--- src/rtl/seg_scan_if.sv ---
// seg_scan_if
//   Bundles the host-facing signals of the 7-segment scan driver.
//   master : the register block that supplies the value to show.
//   slave  : the scan driver itself.
//   Host -> display : data, dp, blank, load, lzs, bright
//   Display -> host : which, seg, en, count, digit
interface seg_scan_if #(
  parameter int DIGITS   = 8,
  parameter int DIV_W    = 11,
  parameter int BRIGHT_W = 3
);
  localparam int WHICH_W = (DIGITS > 1) ? $clog2(DIGITS) : 1;

  logic [4*DIGITS-1:0] data;
  logic [DIGITS-1:0]   dp;
  logic [DIGITS-1:0]   blank;
  logic                load;
  logic                lzs;
  logic [BRIGHT_W-1:0] bright;

  logic [WHICH_W-1:0]  which;
  logic [7:0]          seg;
  logic                en;
  logic [DIV_W-1:0]    count;
  logic [3:0]          digit;

  modport master (
    output data, dp, blank, load, lzs, bright,
    input  which, seg, en, count, digit
  );

  modport slave (
    input  data, dp, blank, load, lzs, bright,
    output which, seg, en, count, digit
  );
endinterface

--- src/rtl/seg_scan_display.sv ---
// seg_scan_display
//   Time-multiplexed 7-segment scan driver for a common-bus digit array.
//   A load-strobed shadow copy of data/dp/blank is what gets displayed, so
//   the host can update its register at any time without tearing a frame.
//   Ports:
//     clk   : system clock, rising edge
//     rst_n : asynchronous active-low reset
//     bus   : seg_scan_if slave modport (data/dp/blank/load/lzs/bright in,
//             which/seg/en/count/digit out)
//   seg is active high: bit 7 = dp, bits 6:0 = g,f,e,d,c,b,a.
module seg_scan_display #(
  parameter int DIGITS   = 8,
  parameter int DIV_W    = 11,
  parameter int BRIGHT_W = 3
) (
  input  logic        clk,
  input  logic        rst_n,
  seg_scan_if.slave   bus
);

  localparam int WHICH_W = (DIGITS > 1) ? $clog2(DIGITS) : 1;
  localparam logic [WHICH_W-1:0] LAST_DIGIT = WHICH_W'(DIGITS - 1);

  // Scan state
  logic [DIV_W-1:0]    count_q, count_d;
  logic [WHICH_W-1:0]  which_q, which_d;

  // Shadow copy of the host value
  logic [4*DIGITS-1:0] sh_data_q, sh_data_d;
  logic [DIGITS-1:0]   sh_dp_q, sh_dp_d;
  logic [DIGITS-1:0]   sh_blank_q, sh_blank_d;

  // Decode path
  logic [3:0]          digit_nib;
  logic [6:0]          hex_pat;
  logic [DIGITS-1:0]   lead_zero;
  logic                suppress;
  logic                drive_en;
  logic [7:0]          seg_out;

  // ---------------------------------------------------------------------------
  // Next-state logic
  // ---------------------------------------------------------------------------
  always_comb begin
    // NOTE: every signal written here gets a default first, so no path
    // through the block leaves it unassigned and no latch is inferred.
    count_d    = count_q + DIV_W'(1);
    which_d    = which_q;
    sh_data_d  = sh_data_q;
    sh_dp_d    = sh_dp_q;
    sh_blank_d = sh_blank_q;

    // Advance one digit per prescaler period; explicit wrap keeps the index
    // in range when DIGITS is not a power of two.
    if (&count_q) begin
      which_d = (which_q == LAST_DIGIT) ? '0 : which_q + WHICH_W'(1);
    end

    if (bus.load) begin
      sh_data_d  = bus.data;
      sh_dp_d    = bus.dp;
      sh_blank_d = bus.blank;
    end
  end

  // NOTE: the shadow registers are ordinary flops, not a memory, so they are
  // reset along with the scan state; a fresh reset shows 0 on every digit.
  always_ff @(posedge clk or negedge rst_n) begin
    if (!rst_n) begin
      count_q    <= '0;
      which_q    <= '0;
      sh_data_q  <= '0;
      sh_dp_q    <= '0;
      sh_blank_q <= '0;
    end else begin
      // NOTE: state updates use non-blocking assignment so every flop samples
      // the pre-edge values regardless of statement order.
      count_q    <= count_d;
      which_q    <= which_d;
      sh_data_q  <= sh_data_d;
      sh_dp_q    <= sh_dp_d;
      sh_blank_q <= sh_blank_d;
    end
  end

  // ---------------------------------------------------------------------------
  // Leading-zero detection: lead_zero[i] is set when every shadow nibble from
  // the most significant digit down to digit i is zero.
  // ---------------------------------------------------------------------------
  always_comb begin
    logic upper_zero;
    // NOTE: blocking assignment is intended here; upper_zero carries a
    // running AND from one loop iteration to the next.
    upper_zero = 1'b1;
    lead_zero  = '0;
    for (int i = DIGITS - 1; i >= 0; i--) begin
      upper_zero   = upper_zero & (sh_data_q[4*i +: 4] == 4'h0);
      lead_zero[i] = upper_zero;
    end
  end

  // ---------------------------------------------------------------------------
  // Digit decode and output gating
  // ---------------------------------------------------------------------------
  assign digit_nib = sh_data_q[{which_q, 2'b00} +: 4];

  always_comb begin
    hex_pat = 7'h00;
    case (digit_nib)
      4'h0: hex_pat = 7'h3F;
      4'h1: hex_pat = 7'h06;
      4'h2: hex_pat = 7'h5B;
      4'h3: hex_pat = 7'h4F;
      4'h4: hex_pat = 7'h66;
      4'h5: hex_pat = 7'h6D;
      4'h6: hex_pat = 7'h7D;
      4'h7: hex_pat = 7'h07;
      4'h8: hex_pat = 7'h7F;
      4'h9: hex_pat = 7'h6F;
      4'hA: hex_pat = 7'h77;
      4'hB: hex_pat = 7'h7C;
      4'hC: hex_pat = 7'h39;
      4'hD: hex_pat = 7'h5E;
      4'hE: hex_pat = 7'h79;
      4'hF: hex_pat = 7'h71;
      default: hex_pat = 7'h00;
    endcase
  end

  // Digit 0 always shows, so a value of zero still displays "0".
  assign suppress = bus.lzs && (which_q != '0) && lead_zero[which_q];

  // PWM: the digit is driven while the top bits of the prescaler are at or
  // below the brightness setting within each dwell.
  assign drive_en = (count_q[DIV_W-1 -: BRIGHT_W] <= bus.bright);

  always_comb begin
    seg_out = 8'h00;
    if (drive_en && !sh_blank_q[which_q]) begin
      seg_out[7]   = sh_dp_q[which_q];
      seg_out[6:0] = suppress ? 7'h00 : hex_pat;
    end
  end

  assign bus.which = which_q;
  assign bus.count = count_q;
  assign bus.digit = digit_nib;
  assign bus.en    = drive_en;
  assign bus.seg   = seg_out;

endmodule

--- src/flat_wrapper.sv ---
// flat-port wrapper written by rule: the top's interface ports become plain ports
module seg_scan_display_flat 
#(
  parameter int DIGITS   = 8,
  parameter int DIV_W    = 11,
  parameter int BRIGHT_W = 3
)
  (clk, rst_n, bus_data, bus_dp, bus_blank, bus_load, bus_lzs, bus_bright, bus_which, bus_seg, bus_en, bus_count, bus_digit);
  seg_scan_if #(.DIGITS(DIGITS), .DIV_W(DIV_W), .BRIGHT_W(BRIGHT_W)) bus_i ();
  input  logic clk;
  input  logic rst_n;
  input wire logic [$bits(bus_i.data)-1:0] bus_data;
  input wire logic [$bits(bus_i.dp)-1:0] bus_dp;
  input wire logic [$bits(bus_i.blank)-1:0] bus_blank;
  input wire logic [$bits(bus_i.load)-1:0] bus_load;
  input wire logic [$bits(bus_i.lzs)-1:0] bus_lzs;
  input wire logic [$bits(bus_i.bright)-1:0] bus_bright;
  output wire logic [$bits(bus_i.which)-1:0] bus_which;
  output wire logic [$bits(bus_i.seg)-1:0] bus_seg;
  output wire logic [$bits(bus_i.en)-1:0] bus_en;
  output wire logic [$bits(bus_i.count)-1:0] bus_count;
  output wire logic [$bits(bus_i.digit)-1:0] bus_digit;
  assign bus_i.data = bus_data;
  assign bus_i.dp = bus_dp;
  assign bus_i.blank = bus_blank;
  assign bus_i.load = bus_load;
  assign bus_i.lzs = bus_lzs;
  assign bus_i.bright = bus_bright;
  assign bus_which = bus_i.which;
  assign bus_seg = bus_i.seg;
  assign bus_en = bus_i.en;
  assign bus_count = bus_i.count;
  assign bus_digit = bus_i.digit;
  seg_scan_display #(.DIGITS(DIGITS), .DIV_W(DIV_W), .BRIGHT_W(BRIGHT_W)) u_core (.clk(clk), .rst_n(rst_n), .bus(bus_i));
endmodule
--- config.mk ---
export PLATFORM = sky130hd
export DESIGN_NAME = seg_scan_display_flat
export DESIGN_NICKNAME = d
export VERILOG_FILES = /design/src/rtl/seg_scan_if.sv /design/src/rtl/seg_scan_display.sv /design/src/flat_wrapper.sv
export SDC_FILE = /design/constraint.sdc
export NUM_CORES = 1
export LEC_CHECK = 0
export CAP_MARGIN = 20
export CORE_MARGIN = 4
export CORE_UTILIZATION = 44
export CTS_CLUSTER_DIAMETER = 60
export DETAILED_ROUTE_END_ITERATION = 8
export PLACE_DENSITY = 0.76
export SKIP_CTS_REPAIR_TIMING = 1
export SLEW_MARGIN = 10
export SYNTH_ARGS = -nofsm -noshare
export SYNTH_HDL_FRONTEND = slang
export SYNTH_SLANG_ARGS = --single-unit
--- constraint.sdc ---
create_clock -name clk -period 2.7 [get_ports clk]
set_input_delay 0.54 -clock clk [delete_from_list [all_inputs] [get_ports clk]]
set_output_delay 0.54 -clock clk [all_outputs]
set_load 0.005 [all_outputs]
==> results by group, run 1 <==
Final layout
  – Most frequent cells in the layout: clkdlybuf4s50_1, dfrtp_1, mux2_2, buf_4, nand2_1
  – Share of cells above drive strength 1: 44.8%
  – Final Util: 70.8%
  – Inserted Diodes: 0
  – Total Nets Final: 459
  – Layout area overhead: 52.8%
  – Commonest non-fill, non-tap cell in the layout: clkdlybuf4s50_1

Status
  – Status: complete, but fails checks
  – Failing checks: setup timing

Drt
  – Initial DRC Count: 125
  – DRC: 0
  – Routed WL: 8220 um
  – Drt wl/cell: 16.7 um
  – Drt first pass iters: 4
  – Vias per cell: 5.06
  – Vias: 2496
  – ANT nets after route: 0

Timing
  – WHS: 0.206 ns
  – RSZ-0062 raised after global routing: yes
  – Max_slew headroom: 63.1%
  – Setup ws final: -0.299 ns
  – Skew final: 0.00553 ns
  – Final min period: 3.00 ns
  – Fmax: 0.333 GHz
  – Pins Over Slew Limit: 0
  – Final Cycle Share: 111%
  – Final Hold Viols: 0
  – Setup violators final: 7
  – Worst-Margin Slew: 0.553 ns

Synth
  – Async SR Flop Fraction: 100%
  – Synth area leaders: dfrtp_1, mux2_2, mux4_2, ha_1, mux2i_1
  – Area of the mapped netlist: 3230 sq um
  – Synth Flop Type: dfrtp_1
  – Cells after Synth: 250
  – Yosys warns: 0
  – Share of the synthesized area in the top cell type: 48.0%
  – Syn nets: 317
  – #FFs+latches synth: 62
  – Post-synth EDFFs: 0
  – Seq/Total Area, Yosys: 48.0%
  – Post-synth cell types: 46
  – Area leader, netlist: dfrtp_1
  – Post-Syn Area per Cell: 12.9 sq um

Clock tree
  – Clock sinks: 62
  – TritonCTS clock tree: yes
  – Buffer levels on the longest clock path: 2
  – H-Tree Depth: 3
  – Skew-Pair Late Insertion Delay: 0.33 ns
  – Num CTS Buffers: 9
  – CTS clk-pin slew, worst paths: 0.07 ns
  – Root Buffer: clkbuf_8

Critical path
  – Largest delay share family, worst path: multiplexers
  – Slowest cell on crit path: mux4_2
  – Reg2reg start: u_core.bus.count[2]$_DFF_PN0_
  – CP startpoint: u_core.bus.which[1]$_DFFE_PN0P_
  – Slowest stage delay, CP: 0.54 ns
  – Most frequent cell on the critical path: buf_4
  – Critical-path cell list: mux4_2, mux2i_4, buf_4, buf_4, ha_2, nor2_1, a221oi_2, buf_2
  – FF-to-FF path depth: 5
  – CP Buf/Inv Count: 3
  – Crit Path Category: reg2out
  – Crit path max fanout: 5
  – Critical Path Source Type: flip-flop
  – Critical Path RT: 2.16 ns
  – CP Capture Type: primary output
  – WP depth: 8
  – Worst EP arrival: 2.46 ns

Global routing
  – Tot GR Track Use: 19.1%
  – Vias in the first global route: 2682
  – Initial antenna violation count: 0
  – First-pass GRT wire length: 13000 um
  – Total gr overflow: 0
  – Largest net degree at the start of global routing: 63

Power
  – Combinational group share of total power: 21.6%
  – Clock network power share: 33.4%
  – Net Sw Frac: 25.6%
  – Switching Power: 0.597 mW
  – Leak pwr: 2.15 nW
  – P_int: 1.73 mW
  – Sequential Power Share: 45.0%
  – Worst VDD drop: 0.514 mV
  – Cell Pwr Density: 471 nW/um^2
  – Final Power: 2.33 mW

Floorplan
  – Die Area: 8790 sq um
  – Die Span Y: 93.7 um
  – Cell Rows: 30
  – Number of top-level pins: 82
  – Chip Width: 93.7 um
  – Starting Density: 46.3%
  – Core box area: 6980 sq um

Placement
  – IO Port Bufs: 81
  – Estimated wirelength of the detail-placed design: 6050 um
  – GP Congestion: 0.834

Job
  – Max-cap violations: 0

Hold path
  – HP Class: in2async
==> flip-flops by register name, summed over array words and instances, names as in the netlist <==
name and cells:
u_core.sh_data_q 32, u_core.bus.count 11, u_core.sh_blank_q 8, u_core.sh_dp_q 8, u_core.bus.which 3
==> worst reg2reg max path: stages (launching register included) <==
cell and delay [ns]:
dfrtp_1 0.44, and4_1 0.28, and3_1 0.22, nand4_1 0.14, or2_1 0.29, mux2_2 0.29
==> routing by layer <==
metal / vias up / track usage, % / part of all wire, %
met3: 12 / 6.09 / 5.5
met1: 1200 / 23.1 / 41
met4: 0 / 6.26 / 1.4
met5: - / 0 / 0
met2: 71 / 32.3 / 52
li1: 1213 / - / -
==> Yosys cell counts (all sizes together) (5+ instances only) <==
| library cell | number |
|---|---|
| mux4 | 8 |
| mux2i | 8 |
| nor4 | 5 |
| ha | 12 |
| buf | 8 |
| xnor2 | 8 |
| o21ai | 5 |
| mux2 | 56 |
| dfrtp | 62 |
| inv | 12 |
| nor2 | 7 |
| nand2 | 10 |
| a21oi | 5 |
==> through the flow <==
stage                     instance area, sq um  TNS [ns]  setup WS, ns  std cells
after floorplan                           3250         0        0.0126        250
after global placement                    4520     -6.37        -0.798        467
after detailed placement                  4520     -6.96        -0.901        467
after CTS                                 4710     -7.46        -0.900        483
after global routing                      4940     -2.52        -0.425        493
final                                     4940     -1.66        -0.299        493
==> final timing paths <==
path | endpoint | slack (ns)
min in group clk | u_core.bus.count[5]$_DFF_PN0_ | 0.50
max reg2reg | u_core.bus.which[0]$_DFFE_PN0P_ | 0.93
min | u_core.bus.count[2]$_DFF_PN0_ | 0.21
max | bus_seg[2] | -0.30
min reg2reg | u_core.bus.count[5]$_DFF_PN0_ | 0.50
max in group asynchronous | u_core.bus.which[1]$_DFFE_PN0P_ | 2.21
==> kinds of logic (layout without fill, tap and decap cells) <==
logic type	Yosys count	after routing	synth area share, %
AO/OA/AOI/OAI	28	28	6.42
buffers and inverters	23	170	3.40
flip-flops	62	62	48.0
adder cells (fa/ha/maj)	12	12	4.64
XOR/XNOR	9	9	2.44
AND/OR/NAND/NOR	44	44	7.08
multiplexers	72	72	28.0
==> power by group through the flow <==
stage / Combinational [mW] / Clock [mW] / Sequential (mW)
finish: 0.503 / 0.778 / 1.05
CTS: 0.474 / 0.797 / 1.05
global route: 0.546 / 0.848 / 1.06
detailed placement: 0.472 / 0 / 1.07
floorplan: 0.205 / 0 / 1.05
global placement: 0.458 / 0 / 1.06
==> area by class of cell <==
cell class | instances | area [sq um]
Inverter | 12 | 47.5
Timing Repair Buffer | 142 | 1320
Fill cell | 495 | 2040
Clock inverter | 7 | 65.1
Sequential cell | 62 | 1560
Multi-Input combinational cell | 165 | 1710
Tap cell | 96 | 120
Clock buffer | 9 | 124
Note: power is estimated with default switching activity, not from simulation.
==> run 2: changes to the inputs <==
Settings changed: CORE_UTILIZATION 44 to 49, PLACE_DENSITY 0.76 to 0.8.
Clock period 2.7 ns to 3.3 ns, I/O delays scaled along.
==> run 2 against run 1 <==
Against the previous run: the run now ends clean; sequential share of layout area is 3.1 points higher; routed wire length decreased by 9.4%; clock skew decreased by 0.0014 ns; highest routed layer unchanged; register-to-register slack better by 0.63 ns; power is 17% lower; sequential power shrank 18%; cell area down 9.0%; global-route usage barely moved; via count down 4.6%; die area is 9.4% lower; first-iteration DRC count shrank 30%; clock power is 6.0% lower.
==> results by group, run 2 (same netlist as run 1, synthesis figures left out) <==
Power
  – Final Power: 1.92 mW (-17%)
  – Leak pwr: 1.93 nW (-10%)
  – Cell Pwr Density: 428 nW/um^2 (-9.2%)
  – Worst VDD drop: 0.322 mV (-37%)

Final layout
  – Reg with most FFs: u_core.sh_data_q
  – Most frequent cells in the layout: clkdlybuf4s50_1, dfrtp_1, mux2_2
  – Share of cells above drive strength 1: 33.1% (-12 points)
  – Inserted Diodes: 0 (unchanged)
  – Largest register FFs: 32 (unchanged)
  – Final Util: 70.4% (-0.39 points)
  – Total Nets Final: 416 (-9.4%)
  – Commonest non-fill, non-tap cell in the layout: clkdlybuf4s50_1
  – Number of filler cells placed in the layout: 452 (-8.7%)
  – Layout area overhead: 39.0%

Drt
  – Vias: 2380 (-4.6%)
  – DRC: 0 (unchanged)
  – Vias per cell: 5.52 (+9.1%)
  – Drt wl/cell: 17.3 um (+3.7%)
  – ANT nets after route: 0 (unchanged)
  – Initial DRC Count: 87 (-30%)
  – Drt first pass iters: 4 (unchanged)
  – Routed WL: 7450 um (-9.4%)

Placement
  – IO Port Bufs: 81 (unchanged)
  – Estimated wirelength of the detail-placed design: 5510 um (-8.8%)
  – GP Congestion: 0.902 (+8.1%)

Timing
  – Final Cycle Share: 97.7%
  – Final Hold Viols: 0 (unchanged)
  – Final min period: 3.22 ns
  – Max_slew headroom: 35.5% (-28 points)
  – Worst-Margin Slew: 0.968 ns (+0.414 ns)
  – Pins Over Slew Limit: 0 (unchanged)
  – Setup violators final: 0 (-7)
  – Skew final: 0.00415 ns (-0.00138 ns)
  – Fmax: 0.310 GHz

Floorplan
  – Starting Density: 50.6% (+4.3 points)
  – Chip Width: 89.2 um (-4.8%)
  – Number of top-level pins: 82 (unchanged)
  – Die Area: 7960 sq um (-9.4%)
  – Die Span Y: 89.2 um (-4.8%)
  – Cell Rows: 29 (-3.3%)
  – Core box area: 6390 sq um (-8.5%)

Critical path
  – CP Capture Type: primary output
  – Critical-path cell list: mux4_2, mux2i_1, inv_1, ha_1, nand2_1, o21ai_0, a221oi_1, buf_2
  – Largest delay share family, worst path: multiplexers
  – Slowest cell on crit path: mux4_2
  – CP Buf/Inv Count: 2 (-1)
  – Critical Path RT: 2.64 ns (+0.48 ns)
  – Crit path max fanout: 4 (-1)
  – Crit Path Category: reg2out
  – Critical Path Source Type: flip-flop
  – Worst EP arrival: 2.56 ns (+0.10 ns)
  – Slowest stage delay, CP: 0.53 ns (about the same)

Clock tree
  – Root Buffer: clkbuf_8
  – Clock sinks: 62 (unchanged)
  – H-Tree Depth: 3 (unchanged)
  – Buffer levels on the longest clock path: 2 (unchanged)
  – TritonCTS clock tree: yes
  – CTS clk-pin slew, worst paths: 0.07 ns (about the same)
  – Skew-Pair Late Insertion Delay: 0.33 ns (about the same)
  – Num CTS Buffers: 9 (unchanged)

Hold path
  – HP Class: in2async

Global routing
  – Tot GR Track Use: 19.2% (+0.047 points)
  – Vias in the first global route: 2411 (-10%)
  – Total gr overflow: 0 (unchanged)
  – Initial antenna violation count: 0 (unchanged)
  – First-pass GRT wire length: 11400 um (-12%)
  – Largest net degree at the start of global routing: 44 (-30%)

Status
  – Status: finished clean

Job
  – Max-cap violations: 0 (unchanged)
==> run 2: cell count changes in the layout (fill, tap and decap cells not counted), sizes merged <==
| cell | before | now |
|---|---|---|
| bufinv | 1 | 2 |
| clkdlybuf4s50 | 65 | 71 |
| dlymetal6s2s | 8 | 6 |
| clkbuf | 12 | 10 |
| buf | 66 | 22 |
| clkinv | 4 | 2 |
==> run 2: worst paths after layout <==
| kind | start | cells after the start | slack (ns) | end |
|---|---|---|---|---|
| setup / recovery | u_core.bus.which[1]$_DFFE_PN0P_ | 8 | 0.08 | bus_seg[6] |
| hold / removal | rst_n | 1 | 0.48 | u_core.bus.count[10]$_DFF_PN0_ |
| setup reg to reg | u_core.bus.count[2]$_DFF_PN0_ | 5 | 1.56 | u_core.bus.which[1]$_DFFE_PN0P_ |
| hold reg to reg | u_core.sh_dp_q[2]$_DFFE_PN0P_ | 1 | 0.50 | u_core.sh_dp_q[2]$_DFFE_PN0P_ |
| max in group asynchronous | rst_n | 2 | 2.00 | u_core.bus.count[4]$_DFF_PN0_ |
| min in group clk | u_core.sh_dp_q[2]$_DFFE_PN0P_ | 1 | 0.50 | u_core.sh_dp_q[2]$_DFFE_PN0P_ |
==> run 2: layout make-up <==
class                           instances  area, sq um  area share, %
Sequential cell                        62         1550           34.6
Clock buffer                           10          138           3.06
Inverter                               12         45.0           1.00
Timing Repair Buffer                   99          945           21.0
Tap cell                               77         96.3           2.14
Multi-Input combinational cell        165         1630           36.3
Clock inverter                          6         85.1           1.89
==> run 2: routing by layer <==
layer	up-vias	GRT usage [%]	wire length, um
li1	1125	-	-
met1	1174	23.8	3020
met2	73	31.4	3800
met3	8	6.64	517
met4	0	6.36	110
met5	-	0	0
==> run 2: worst register-to-register path, cell delays in order, from the launching register on <==
cell     delay (ns)
dfrtp_1        0.44
and4_1         0.26
and3_1         0.20
nand4_1        0.14
or2_1          0.30
mux2_2         0.29
==> run 2: power breakdown <==
group,internal (mW),leakage [nW],switching [mW]
registers,0.819,0.739,0.0456
clock network,0.443,0.108,0.289
logic,0.203,1.08,0.126
total,1.46,1.93,0.460
==> run 2: per-stage QoR <==
step	setup TNS, ns	hold WS, ns	std cells	cell area [sq um]	worst slack [ns]
3_5_place_dp	-3.94	0.491	412	4180	-0.558
2_1_floorplan	0	0.364	250	3230	0.371
4_1_cts	-3.90	0.497	428	4400	-0.551
3_3_place_gp	-3.36	0.479	412	4180	-0.471
5_1_grt	-0.0159	0.525	431	4500	-0.0159
6_report	0	0.483	431	4500	0.0762
==> patch 1, RTL diff (config.mk and constraints of run 2) <==
`sh_dp_q` no longer has a reset.
--- a/src/rtl/seg_scan_display.sv
+++ b/src/rtl/seg_scan_display.sv
@@ -71,5 +71,4 @@
       which_q    <= '0;
       sh_data_q  <= '0;
-      sh_dp_q    <= '0;
       sh_blank_q <= '0;
     end else begin
@@ -79,7 +78,10 @@
       which_q    <= which_d;
       sh_data_q  <= sh_data_d;
-      sh_dp_q    <= sh_dp_d;
       sh_blank_q <= sh_blank_d;
     end
+  end
+
+  always_ff @(posedge clk) begin
+    sh_dp_q <= sh_dp_d;
   end
 
Formal check against the unedited RTL: not equivalent (Yosys sat finds a counterexample within 4 cycles, from zero or initial values and one cycle with rst_n low).
==> patch 1 against run 2 <==
Synthesized area fell by 1.7%; worst setup slack got worse by 0.037 ns; sequential cell count is the same; final area decreased by 1.4%; routed wire length down 2.2%; die area is 1.5% lower; total power increased by 1.5%; fmax fell by 1.1%; worst hold slack worse by 0.25 ns; sequential share of layout area is 1.4 points higher.
==> patch 1: results <==
metrics = {
    "run_status": {
        "status": "complete, no violations",
    },
    "synthesis": {
        "ys_top_cells_by_count": "dfrtp_1 (54), mux2_2 (47), ha_1 (12), inv_1 (10), nand2_1 (10)",
        "syn-instance-count": 241,
        "synth_warnings": 0,
        "synth_edf_count": 8,
        "yosys-top-cells-area": "dfrtp_1 (42%), mux2_2 (17%), edfxtp_1 (7.6%), mux4_2 (5.7%), ha_1 (4.7%)",
        "synth_fp_nets": 308,
        "synth_seq_area_share": 0.500,
        "yosys.cell_types.count": 47,
        "async_reset_ff_frac": 0.871,
    },
    "finish": {
        "nMultiInputCombCells": 157,
        "final_cells": 423,
        "ff_latch_area_sq_um": 1600,
        "diodes": 0,
        "top_register": "u_core.sh_data_q",
        "fillers": 463,
        "nClkBuffers": 11,
        "drive_gt1_frac": 0.306,
        "num-nonclk-inverters": 12,
        "multi_input_area_share": 0.345,
        "clk_share": 0.0516,
        "nNetsFinal": 408,
        "signal_buffers": 99,
        "buf_share": 0.212,
    },
    "sta": {
        "skew_ns": 0.00339,
        "slew_headroom": 0.333,
    },
    "worst_setup_path": {
        "cp_num_buf_inv": 5,
        "crit_path_max_incr_delay_ns": 0.47,
        "path_max_fanout": 4,
        "slowest_stage": "clkdlybuf4s50_1",
        "cp.arrival_ns": 2.60,
        "path_delay_family": "buffers and inverters",
    },
    "route": {
        "drt_iter0_markers": 84,
        "avgViaCountPerCell": 5.60,
        "routedWlPerCell_um": 17.2,
    },
    "power_and_ir_drop": {
        "p_total_mw": 1.95,
        "pg_clk_uw": 773,
        "swShare": 0.223,
        "p_leak_nw": 1.87,
        "comb_power_share": 0.156,
        "peakVddDrop_mv": 0.350,
    },
    "global_routing": {
        "grt_pass1_wl_mm": 11.8,
        "grt_pass1_vias": 2427,
        "met1_usage": 0.242,
        "use_met3": 0.0745,
        "track_usage": 0.200,
        "use_met2": 0.327,
        "grt_max_degree": 47,
    },
    "placement": {
        "post-place-ws_ns": -0.470,
        "placement.io_buffers": 81,
        "place_congestion": 0.847,
        "post_dp_cell_area_sq_um": 4140,
        "place_hpwl_mm": 5.35,
    },
}
==> patch 1: through the flow <==
step                 util  setup TNS [ns]  hold slack, ns
floorplan               -               0           0.364
global placement    0.656           -3.16           0.483
detailed placement  0.656           -3.23           0.482
CTS                 0.693           -3.28           0.227
global route        0.702         -0.0763           0.240
finish              0.702               0           0.228
==> patch 1: layer usage <==
| layer | vias up | wire length [um] |
|---|---|---|
| met5 | - | 0 |
| met4 | 0 | 198 |
| met3 | 24 | 561 |
| met2 | 85 | 3570 |
| met1 | 1160 | 2950 |
| li1 | 1101 | - |
==> patch 1: cells by family (layout without fill, tap and decap cells) <==
family | after synthesis | in the layout | share of synthesized area
flops | 62 | 62 | 0.500
compound gates | 28 | 28 | 0.0653
mux | 64 | 64 | 0.257
simple gates | 44 | 44 | 0.0720
buf+inv | 22 | 127 | 0.0334
xor+xnor | 9 | 9 | 0.0248
fa+ha+maj | 12 | 12 | 0.0472
==> patch 1: final timing paths <==
kind | start | to | slack (ns) | cells after the start
worst max-delay path | bus_bright[2] | bus_seg[2] | 0.04 | 10
worst min-delay path | rst_n | u_core.sh_data_q[16]$_DFFE_PN0P_ | 0.23 | 1
worst max register to register | u_core.bus.count[2]$_DFF_PN0_ | u_core.bus.which[1]$_DFFE_PN0P_ | 1.53 | 5
worst min register to register | u_core.bus.count[7]$_DFF_PN0_ | u_core.bus.count[7]$_DFF_PN0_ | 0.49 | 1
max in group asynchronous | rst_n | u_core.bus.which[1]$_DFFE_PN0P_ | 2.23 | 2
min in group clk | u_core.bus.count[7]$_DFF_PN0_ | u_core.bus.count[7]$_DFF_PN0_ | 0.49 | 1
==> patch 2, RTL diff (settings of run 2) <==
Made on the original files. `BRIGHT_W` is set to 3 in 3 places; all go to 4.
--- a/src/rtl/seg_scan_if.sv
+++ b/src/rtl/seg_scan_if.sv
@@ -8,5 +8,5 @@
   parameter int DIGITS   = 8,
   parameter int DIV_W    = 11,
-  parameter int BRIGHT_W = 3
+  parameter int BRIGHT_W = 4
 );
   localparam int WHICH_W = (DIGITS > 1) ? $clog2(DIGITS) : 1;
--- a/src/rtl/seg_scan_display.sv
+++ b/src/rtl/seg_scan_display.sv
@@ -12,5 +12,5 @@
   parameter int DIGITS   = 8,
   parameter int DIV_W    = 11,
-  parameter int BRIGHT_W = 3
+  parameter int BRIGHT_W = 4
 ) (
   input  logic        clk,
--- a/src/flat_wrapper.sv
+++ b/src/flat_wrapper.sv
@@ -4,5 +4,5 @@
   parameter int DIGITS   = 8,
   parameter int DIV_W    = 11,
-  parameter int BRIGHT_W = 3
+  parameter int BRIGHT_W = 4
 )
   (clk, rst_n, bus_data, bus_dp, bus_blank, bus_load, bus_lzs, bus_bright, bus_which, bus_seg, bus_en, bus_count, bus_digit);
Interface: changed (resized bus_bright); port bits go from 82 to 83. No check against the original RTL was run, so the function may have changed too.
==> patch 2 against run 2 <==
The flow now finishes with violations (negative setup slack); critical endpoint is now bus_seg[0]; sequential power about the same; worst setup slack lost 0.31 ns; synthesized cell count decreased by 0.40%; sequential cell count stayed put; final area grew 0.84%; worst hold slack got worse by 0.21 ns; total power fell by 4.6%; cell count grew 0.23%; fmax fell by 8.9%; global-route usage down 0.72 points; synthesized area is 1.1% higher; routed wire length is essentially flat; non-clock buffer count rose by 3.
==> patch 2: results <==
metrics = {
    "run_status": {
        "status": "finished, violations left",
        "violations": "negative setup slack",
    },
    "global_routing": {
        "use_met2": 0.325,
        "grt_pass1_vias": 2502,
        "use_met3": 0.0618,
        "track_usage": 0.185,
        "grt_pass1_wl_mm": 11.9,
        "grt_max_degree": 43,
        "met1_usage": 0.212,
    },
    "placement": {
        "placement.io_buffers": 82,
        "post_dp_cell_area_sq_um": 4210,
        "place_congestion": 0.908,
    },
    "route": {
        "drt_iter0_markers": 131,
        "routed_wl_mm": 7.46,
        "avgViaCountPerCell": 5.50,
        "routedWlPerCell_um": 17.3,
        "wl_met2_mm": 3.91,
        "wl_met1_mm": 3.02,
        "met3_length_um": 445,
    },
    "synthesis": {
        "synth_fp_nets": 318,
        "syn-instance-count": 249,
        "ys_top_cells_by_count": "dfrtp_1 (62), mux2_2 (55), ha_1 (13), nand2_1 (13)",
        "synth_seq_area_share": 0.474,
        "yosys.cell_types.count": 44,
        "synth_compound_gate_area_share": 0.0543,
        "yosys-top-cells-area": "dfrtp_1 (47%), mux2_2 (19%), ha_1 (5.0%), mux4_2 (4.1%), mux2i_1 (2.8%)",
        "synth.mux.area_fraction": 0.289,
    },
    "worst_setup_path": {
        "worstSetupStartpoint": "u_core.bus.which[0]$_DFFE_PN0P_",
        "cp.arrival_ns": 2.88,
    },
    "finish": {
        "nNetsFinal": 419,
        "fillers": 480,
    },
    "sta": {
        "skew_ns": 0.00335,
        "setup_ws_ns": -0.238,
        "tightest_slew_ns": 0.529,
        "setup_viol": 2,
    },
    "power_and_ir_drop": {
        "swShare": 0.255,
    },
}
patch 2: final cells by class:
class / count / share of cell area
multi-input cells: 165 / 0.369
flip-flops and latches: 62 / 0.343
repair buffers: 102 / 0.218
clock buffers: 13 / 0.0373
well taps: 77 / 0.0213
inverters: 10 / 0.00828
clock inverters: 3 / 0.00386
patch 2: path summary, 6_finish.rpt:
kind,endpoint,slack (ns),cells past startpoint
setup / recovery,bus_seg[0],-0.24,8
max in group asynchronous,u_core.bus.which[1]$_DFFE_PN0P_,2.10,2
setup reg to reg,u_core.bus.which[2]$_DFFE_PN0P_,1.69,5
min in group clk,u_core.sh_blank_q[1]$_DFFE_PN0P_,0.50,1
hold / removal,u_core.bus.count[5]$_DFF_PN0_,0.27,1
hold reg to reg,u_core.sh_blank_q[1]$_DFFE_PN0P_,0.50,1
patch 2: worst max-delay path, cell delays in order (launching register included):
cell and delay (ns):
dfrtp_1 0.40, buf_12 0.17, mux2i_1 0.12, mux4_2 0.54, ha_4 0.20, or3_1 0.37, o221ai_1 0.09, and2b_1 0.15
clkdlybuf4s50_1 0.49
patch 2: stage by stage:
| step | total power [mW] | setup WS (ns) | util |
|---|---|---|---|
| 2_1_floorplan | 1.03 | 0.382 | - |
| 3_3_place_gp | 1.18 | -0.257 | 0.655 |
| 3_5_place_dp | 1.19 | -0.313 | 0.655 |
| 4_1_cts | 1.82 | -0.319 | 0.684 |
| 5_1_grt | 1.92 | -0.324 | 0.706 |
| 6_report | 1.84 | -0.238 | 0.706 |
patch 2: power by group through the flow:
stage	logic, mW	registers [mW]	clock network [mW]
2_1_floorplan	0.166	0.859	0
3_3_place_gp	0.307	0.876	0
3_5_place_dp	0.315	0.879	0
4_1_cts	0.316	0.865	0.637
5_1_grt	0.378	0.872	0.670
6_report	0.349	0.866	0.622
